$ cat src/rtl/vga_scan_controller_if.sv
// Pixel-request, colour-return and DAC pin bundle between the scan controller and its
// pixel generator / video DAC.
interface vga_scan_controller_if;
   logic [9:0] vga_x;
   logic [8:0] vga_y;
   logic       request;
   logic       frame_start;
   logic [7:0] pix_r;
   logic [7:0] pix_g;
   logic [7:0] pix_b;
   logic [7:0] vga_r;
   logic [7:0] vga_g;
   logic [7:0] vga_b;
   logic       vga_hs;
   logic       vga_vs;
   logic       vga_blank_n;
   logic       vga_sync_n;

   modport master (
      output vga_x, vga_y, request, frame_start,
      output vga_r, vga_g, vga_b, vga_hs, vga_vs, vga_blank_n, vga_sync_n,
      input  pix_r, pix_g, pix_b
   );

   modport slave (
      input  vga_x, vga_y, request, frame_start,
      input  vga_r, vga_g, vga_b, vga_hs, vga_vs, vga_blank_n, vga_sync_n,
      output pix_r, pix_g, pix_b
   );
endinterface

$ cat src/rtl/vga_scan_controller.sv
// VGA raster timing master: scans the frame, requests pixels, and re-times sync/blank
// so they line up with the colour returned PIX_LATENCY clocks after each request.
module vga_scan_controller #(
   parameter int H_ACTIVE    = 640,
   parameter int H_FP        = 16,
   parameter int H_SYNC      = 96,
   parameter int H_BP        = 48,
   parameter int V_ACTIVE    = 480,
   parameter int V_FP        = 10,
   parameter int V_SYNC      = 2,
   parameter int V_BP        = 33,
   parameter int PIX_LATENCY = 1
) (
   input logic                   clk,
   input logic                   reset,
   vga_scan_controller_if.master bus
);
   localparam int H_TOTAL = H_ACTIVE + H_FP + H_SYNC + H_BP;
   localparam int V_TOTAL = V_ACTIVE + V_FP + V_SYNC + V_BP;

   localparam logic [9:0] H_LAST     = 10'(H_TOTAL - 1);
   localparam logic [9:0] H_ACT      = 10'(H_ACTIVE);
   localparam logic [9:0] H_SYNC_ON  = 10'(H_ACTIVE + H_FP);
   localparam logic [9:0] H_SYNC_OFF = 10'(H_ACTIVE + H_FP + H_SYNC);
   localparam logic [9:0] V_LAST     = 10'(V_TOTAL - 1);
   localparam logic [9:0] V_ACT      = 10'(V_ACTIVE);
   localparam logic [9:0] V_SYNC_ON  = 10'(V_ACTIVE + V_FP);
   localparam logic [9:0] V_SYNC_OFF = 10'(V_ACTIVE + V_FP + V_SYNC);

   // alignment word layout: {hs_n, vs_n, active}; idle = syncs released, blanked
   localparam logic [2:0] ALIGN_IDLE = 3'b110;

   logic [9:0] h_cnt;
   logic [9:0] v_cnt;
   logic       active;
   logic       hs_n;
   logic       vs_n;
   logic       hs_q;
   logic       vs_q;
   logic [2:0] align [PIX_LATENCY];
   logic [2:0] tap;

   always_comb begin
      active = (h_cnt < H_ACT) && (v_cnt < V_ACT);
      hs_n   = !((h_cnt >= H_SYNC_ON) && (h_cnt < H_SYNC_OFF));
      vs_n   = !((v_cnt >= V_SYNC_ON) && (v_cnt < V_SYNC_OFF));
   end

   assign tap            = align[PIX_LATENCY-1];
   assign bus.vga_sync_n = 1'b0;

   always_ff @(posedge clk or negedge reset) begin
      if (!reset) begin
         h_cnt <= '0;
         v_cnt <= '0;
      end else if (h_cnt == H_LAST) begin
         h_cnt <= '0;
         v_cnt <= (v_cnt == V_LAST) ? '0 : v_cnt + 10'd1;
      end else begin
         h_cnt <= h_cnt + 10'd1;
      end
   end

   always_ff @(posedge clk or negedge reset) begin
      if (!reset) begin
         bus.request     <= 1'b0;
         bus.vga_x       <= '0;
         bus.vga_y       <= '0;
         bus.frame_start <= 1'b0;
         hs_q            <= 1'b1;
         vs_q            <= 1'b1;
      end else begin
         bus.request     <= active;
         bus.vga_x       <= active ? h_cnt : '0;
         bus.vga_y       <= active ? v_cnt[8:0] : '0;
         bus.frame_start <= (h_cnt == '0) && (v_cnt == '0);
         hs_q            <= hs_n;
         vs_q            <= vs_n;
      end
   end

   // delays sync/blank by the pixel generator's latency
   always_ff @(posedge clk or negedge reset) begin
      if (!reset) begin
         for (int i = 0; i < PIX_LATENCY; i++) align[i] <= ALIGN_IDLE;
      end else begin
         align[0] <= {hs_q, vs_q, bus.request};
         for (int i = 1; i < PIX_LATENCY; i++) align[i] <= align[i-1];
      end
   end

   always_ff @(posedge clk or negedge reset) begin
      if (!reset) begin
         bus.vga_hs      <= 1'b1;
         bus.vga_vs      <= 1'b1;
         bus.vga_blank_n <= 1'b0;
         bus.vga_r       <= '0;
         bus.vga_g       <= '0;
         bus.vga_b       <= '0;
      end else begin
         bus.vga_hs      <= tap[2];
         bus.vga_vs      <= tap[1];
         bus.vga_blank_n <= tap[0];
         bus.vga_r       <= tap[0] ? bus.pix_r : '0;
         bus.vga_g       <= tap[0] ? bus.pix_g : '0;
         bus.vga_b       <= tap[0] ? bus.pix_b : '0;
      end
   end
endmodule

$ cat src/flat_wrapper.sv
// flat-port wrapper written by rule: the top's interface ports become plain ports
module vga_scan_controller_flat 
#(
   parameter int H_ACTIVE    = 640,
   parameter int H_FP        = 16,
   parameter int H_SYNC      = 96,
   parameter int H_BP        = 48,
   parameter int V_ACTIVE    = 480,
   parameter int V_FP        = 10,
   parameter int V_SYNC      = 2,
   parameter int V_BP        = 33,
   parameter int PIX_LATENCY = 1
)
  (clk, reset, bus_vga_x, bus_vga_y, bus_request, bus_frame_start, bus_vga_r, bus_vga_g, bus_vga_b, bus_vga_hs, bus_vga_vs, bus_vga_blank_n, bus_vga_sync_n, bus_pix_r, bus_pix_g, bus_pix_b);
  vga_scan_controller_if bus_i ();
  input logic clk;
  input logic reset;
  output wire logic [$bits(bus_i.vga_x)-1:0] bus_vga_x;
  output wire logic [$bits(bus_i.vga_y)-1:0] bus_vga_y;
  output wire logic [$bits(bus_i.request)-1:0] bus_request;
  output wire logic [$bits(bus_i.frame_start)-1:0] bus_frame_start;
  output wire logic [$bits(bus_i.vga_r)-1:0] bus_vga_r;
  output wire logic [$bits(bus_i.vga_g)-1:0] bus_vga_g;
  output wire logic [$bits(bus_i.vga_b)-1:0] bus_vga_b;
  output wire logic [$bits(bus_i.vga_hs)-1:0] bus_vga_hs;
  output wire logic [$bits(bus_i.vga_vs)-1:0] bus_vga_vs;
  output wire logic [$bits(bus_i.vga_blank_n)-1:0] bus_vga_blank_n;
  output wire logic [$bits(bus_i.vga_sync_n)-1:0] bus_vga_sync_n;
  input wire logic [$bits(bus_i.pix_r)-1:0] bus_pix_r;
  input wire logic [$bits(bus_i.pix_g)-1:0] bus_pix_g;
  input wire logic [$bits(bus_i.pix_b)-1:0] bus_pix_b;
  assign bus_vga_x = bus_i.vga_x;
  assign bus_vga_y = bus_i.vga_y;
  assign bus_request = bus_i.request;
  assign bus_frame_start = bus_i.frame_start;
  assign bus_vga_r = bus_i.vga_r;
  assign bus_vga_g = bus_i.vga_g;
  assign bus_vga_b = bus_i.vga_b;
  assign bus_vga_hs = bus_i.vga_hs;
  assign bus_vga_vs = bus_i.vga_vs;
  assign bus_vga_blank_n = bus_i.vga_blank_n;
  assign bus_vga_sync_n = bus_i.vga_sync_n;
  assign bus_i.pix_r = bus_pix_r;
  assign bus_i.pix_g = bus_pix_g;
  assign bus_i.pix_b = bus_pix_b;
  vga_scan_controller #(.H_ACTIVE(H_ACTIVE), .H_FP(H_FP), .H_SYNC(H_SYNC), .H_BP(H_BP), .V_ACTIVE(V_ACTIVE), .V_FP(V_FP), .V_SYNC(V_SYNC), .V_BP(V_BP), .PIX_LATENCY(PIX_LATENCY)) u_core (.clk(clk), .reset(reset), .bus(bus_i));
endmodule
$ cat config.mk
export PLATFORM = sky130hd
export DESIGN_NAME = vga_scan_controller_flat
export DESIGN_NICKNAME = d
export VERILOG_FILES = /design/src/rtl/vga_scan_controller_if.sv /design/src/rtl/vga_scan_controller.sv /design/src/flat_wrapper.sv
export SDC_FILE = /design/constraint.sdc
export NUM_CORES = 1
export LEC_CHECK = 0
export BUFFER_PORTS_ARGS = -buffer_cell sky130_fd_sc_hd__buf_4
export CAP_MARGIN = 25
export CORE_MARGIN = 3
export CORE_UTILIZATION = 45
export CTS_BUF_LIST = sky130_fd_sc_hd__clkbuf_4 sky130_fd_sc_hd__clkbuf_8
export DETAILED_ROUTE_END_ITERATION = 7
export PLACE_DENSITY = 0.66
export SYNTH_ARGS = -nofsm -noshare
export SYNTH_HDL_FRONTEND = slang
export SYNTH_SLANG_ARGS = --single-unit
$ cat constraint.sdc
create_clock -name clk -period 4.6 [get_ports clk]
set_input_delay 0 -clock clk [delete_from_list [all_inputs] [get_ports clk]]
set_output_delay 0 -clock clk [all_outputs]
set_load 0.1 [all_outputs]
# Word level (Yosys, flattened, before mapping)
# Index checks and enable logic that the tools add are counted.
[totals] register_bits=73 out_inout_bits=49 wordCells=40
[classes] n_reduce_logical=8 n_lt_le_gt_ge=6 n_eq_ne=2 n_mux=7 add_sub_neg=2
[ops] op="two-way mux 10 bit" n=3
[ops] op="two-way mux 8 bit" n=3
[ops] op="adder 10 x 1 -> 10 bit (second input constant)" n=2
[ops] op="equality test 10 bit (second input constant)" n=2
[ops] op="logical NOT 10 bit" n=2
[ops] op="less-than comparator 10 bit (second input constant)" n=2
[ops] op="less-than comparator 10 x 9 -> 1 bit (second input constant)" n=2
[ops] op=">= comparator 10 bit (second input constant)" n=1
[ops] op=">= comparator 10 x 9 -> 1 bit (second input constant)" n=1
[ops] op="two-way mux 9 bit" n=1
[ops] op="logical AND 1 bit" n=4
[ops] op="logical NOT 1 bit" n=2

# Depth between registers and ports, before layout
[depth] depth_word=3 ltp_mapped=6 ltp_nobuf=6

# Worst setup path before layout
# No wires, ideal clock.
[synth_timing] path_type="reg2reg" start="register u_core.h_cnt[5]" end="register u_core.v_cnt[4]" path_stages_with_launch=7 required_time_ns=4.534 t_arrival_ns=2.033 setup_slack_ns=2.501 synth_period_minus_slack_ns=2.099 setup_time_ns=0.066 path_cell_list="dfrtp_1 buf_6 or4b_4 or3_1 buf_2 or4_1 nand2_1"
[synth_between] elab_chain_cells=1
[synth_lines] item="start: declaration" line="vga_scan_controller.sv:33" rtl="logic [9:0] h_cnt;"
[synth_lines] item="start signal: assignment" line="vga_scan_controller.sv:60" rtl="h_cnt <= h_cnt + 10'd1;"
[synth_lines] item="equality test 10 bit" line="vga_scan_controller.sv:56" rtl="end else if (h_cnt == H_LAST) begin"
[synth_lines] item="end signal: assignment" line="vga_scan_controller.sv:58" rtl="v_cnt <= (v_cnt == V_LAST) ? '0 : v_cnt + 10'd1;"
[synth_lines] item="end: declaration" line="vga_scan_controller.sv:34" rtl="logic [9:0] v_cnt;"
# No other way between the ends.
# A chain may end at the register's enable or synchronous reset.

# Worst setup path in the final report
# Ends and elaborated chain as after synthesis.

==> results.yml <==
die:
  floorplan.initialDensity_pct: 48.0
  core_region_area_um2: 5710
  top_level_i_o_count: 75
  placement_rows: 27
  dieWidth_um: 84.0
  die-height_um: 84.0
  floorplan.die_area_um2: 7060
clock_network:
  insertion_delay_ns: 0.33
  cts_post_setup_buffers_inserted: 0
  clkSinkCount: 73
  clock_tree.htree_level_count: 3
  clkTransAtPathRegs_ns: 0.07
  cts_resized: 0
  maximum_root_to_sink_buffer_count: 2
  cts_hold_buffers: 25
  ctsRootBufferMaster: "sky130_fd_sc_hd__clkbuf_8"
  cts_made_buffers: 9
  tritoncts: "done"
place:
  post-place-ws_ns: 2.42
  dp_hpwl_um: 3620
  finalWeightedCongestion: 0.838
  placement.io_buffers: 73
critical_path:
  critical_path.slowest_cell: "sky130_fd_sc_hd__or4b_4"
  critPathRequiredTime_ns: 4.87
  worst_path_largest_cell_delay_ns: 0.60
  worst_ep_arrival_time_ns: 2.47
  timing.critical_path.max_delay_family: "simple AND/OR/NAND/NOR gates"
  worst-path-max-fanout: 9
  cp-end-kind: "flip-flop"
  worstSetupStartpointType: "flip-flop"
  worstPathCellList: "or4b_4 -> or3_1 -> or4_1 -> nand2_1"
  path_buf_inv: 0
  path_class: "reg2reg"
synthesis:
  synth-simple-area-share_pct: 20.7
  synth-seq-cells: 73
  synth_xor_xnor_area_share_pct: 3.20
  combinational_family_with_the_most_area_after_synthesis: "simple AND/OR/NAND/NOR gates"
  asyncSetResetFlopFracSynth_pct: 100
  yosysMostFrequentCell: "sky130_fd_sc_hd__dfrtp_1"
  synth_adder_area_share_pct: 1.83
  synth_area_leader_cell: "sky130_fd_sc_hd__dfrtp_1"
  synthesis.yosys.warnings: 0
  syn_avg_cell_area_um2: 12.6
  synth_compound_gate_area_share_pct: 3.38
  netlist-cell-type-count: 36
  synth_top_cell_area_share_pct: 61.2
  synth.area.mux_share_pct: 0.777
  mappedNetlistArea_um2: 2740
  ys_top_cells_by_area: "sky130_fd_sc_hd__dfrtp_1 61%, sky130_fd_sc_hd__and2_1 8.9%, sky130_fd_sc_hd__dfstp_2 5.8%, sky130_fd_sc_hd__nor4_1 2.3%, sky130_fd_sc_hd__ha_1 1.8%"
  synth_ff_type: "sky130_fd_sc_hd__dfrtp_1"
  synth.cells.most_frequent: "67 x sky130_fd_sc_hd__dfrtp_1, 39 x sky130_fd_sc_hd__and2_1, 10 x sky130_fd_sc_hd__nor4_1, 9 x sky130_fd_sc_hd__nand3_1"
  synth.yosys.seq_area_share_pct: 67.0
  synthCells: 217
  number_of_synthesized_flops_with_an_enable_pin: 0
  syn-num-nets: 247
power_and_ir_drop:
  vdd_drop_max_mv: 0.175
  power_density_nw_per_um2: 346
  power_leakage_nw: 1.81
sta:
  pins_over_their_slew_limit: 0
  report.final.hold_viol_count: 0
  timing.setup.tns_ns: 0
  finalSetupViolCount: 0
  finalCriticalPeriod_ns: 2.19
  skew_ns: 0.00605
  max_freq_mhz: 456
  worst-slew-pin-transition_ns: 0.867
  rsz0062_at_grt: "no"
  final_critical_path_setup_slack_ns: 2.41
  fin_crit_sh_pct: 47.7
  timing.slew.headroom_pct: 42.2
finish:
  fraction_of_layout_cells_with_a_size_suffix_above_1_pct: 31.2
  finish.utilization_pct: 66.3
  final_nets: 346
  num_antenna_cells: 0
  flow.area_growth_from_synthesis_pct: 38.3
detailed_routing:
  drt_first_iter_violations: 119
  route.detailed.wl_per_inst_um: 14.0
  route.vias.total: 1949
  vias_per_cell: 4.96
  drt_first_pass_iters: 4
  finalWirelength_um: 5520
  post-route-drc-count: 0
  antenna_left: 0
min_path:
  hold_path_class: "in2async"
global_route:
  overall_global_routing_usage_pct: 16.9
  grt_pass1_wl_um: 9450
  grt_antenna_before_repair: 0
  grt_start_max_net_pins: 74
  grt_pass1_vias: 1932
  gr-total-overflow: 0
outcome:
  status: "finished, final reports clean"
run:
  drv_cap: 0
==> per-stage QoR <==
step                hold slack (ns)  instance area, µm²  instances  total power [W]
floorplan                    -0.296                2740        217         0.000759
CTS                           0.353                3780        393          0.00133
global placement              0.175                3330        352         0.000806
detailed placement            0.179                3330        352         0.000807
global route                  0.363                3780        393          0.00136
finish                        0.353                3780        393          0.00131
==> state kept, by name, summed over array words and instances (netlist names) <==
name	count
u_core.bus.vga_x	10
u_core.h_cnt	10
u_core.v_cnt	10
u_core.bus.vga_y	9
u_core.bus.vga_b	8
u_core.bus.vga_g	8
u_core.bus.vga_r	8
u_core.align	3
u_core.bus.frame_start	1
u_core.bus.request	1
u_core.bus.vga_blank_n	1
u_core.bus.vga_hs	1
u_core.bus.vga_vs	1
u_core.hs_q	1
u_core.vs_q	1
==> worst register-to-register path: stages (launching register included) <==
cell and delay [ns]:
sky130_fd_sc_hd__dfrtp_1 0.46, sky130_fd_sc_hd__or4b_4 0.60, sky130_fd_sc_hd__or3_1 0.47, sky130_fd_sc_hd__or4_1 0.54, sky130_fd_sc_hd__nand2_1 0.07
==> final timing paths <==
path,startpoint,end,slack [ns],cells past startpoint
worst max-delay path,u_core.h_cnt[5],u_core.v_cnt[4],2.41,4
worst min-delay path,reset,u_core.bus.vga_g[3],0.35,2
worst max register to register,u_core.h_cnt[5],u_core.v_cnt[4],2.41,4
worst min register to register,u_core.hs_q,u_core.align[2],0.36,0
max in group asynchronous,reset,u_core.bus.vga_y[4],3.68,2
min in group clk,u_core.hs_q,u_core.align[2],0.36,0
==> report_power, final <==
group	switching [W]	total (W)	internal, W
clock network	0.000219	0.000497	0.000278
registers	0.00000303	0.000656	0.000652
logic	0.000109	0.000155	0.0000460
total	0.000332	0.00131	0.000976
==> final cells by class <==
class / instances / area (µm²)
Sequential cell: 73 / 1830
Multi-Input combinational cell: 126 / 823
Clock buffer: 11 / 151
Timing Repair Buffer: 99 / 806
Inverter: 7 / 26.3
Tap cell: 72 / 90.1
Fill cell: 430 / 1920
Clock inverter: 5 / 53.8
==> layer usage <==
layer  routed length, µm  GRT usage [%]  vias to the layer above
li1                    -              -                      927
met1                2480           23.0                      931
met2                2500           25.2                       81
met3                 462           5.92                       10
met4                  87           6.14                        0
met5                   0              0                        -
==> layout by cell type, fill, tap and decap left out, types with 6 or more instances in the layout <==
master / netlist / layout
sky130_fd_sc_hd__buf_4: 1 / 74
sky130_fd_sc_hd__dfrtp_1: 67 / 67
sky130_fd_sc_hd__and2_1: 39 / 39
sky130_fd_sc_hd__dlygate4sd3_1: 0 / 25
sky130_fd_sc_hd__clkbuf_8: 0 / 11
sky130_fd_sc_hd__nor4_1: 10 / 10
sky130_fd_sc_hd__nand3_1: 9 / 9
sky130_fd_sc_hd__nor2_1: 8 / 8
sky130_fd_sc_hd__inv_1: 7 / 7
sky130_fd_sc_hd__nand4_1: 7 / 7
sky130_fd_sc_hd__nand2_1: 6 / 6
sky130_fd_sc_hd__dfstp_2: 6 / 6
==> logic make-up (layout without fill, tap and decap cells) <==
logic type,after synthesis,count (layout)
XOR/XNOR,10,10
AO/OA/AOI/OAI,13,13
adder cells (fa/ha/maj),4,4
AND/OR/NAND/NOR,96,96
flip-flops,73,73
multiplexers,2,2
buffers and inverters,18,122
other,1,1
Power figures use the tool's default switching activity.
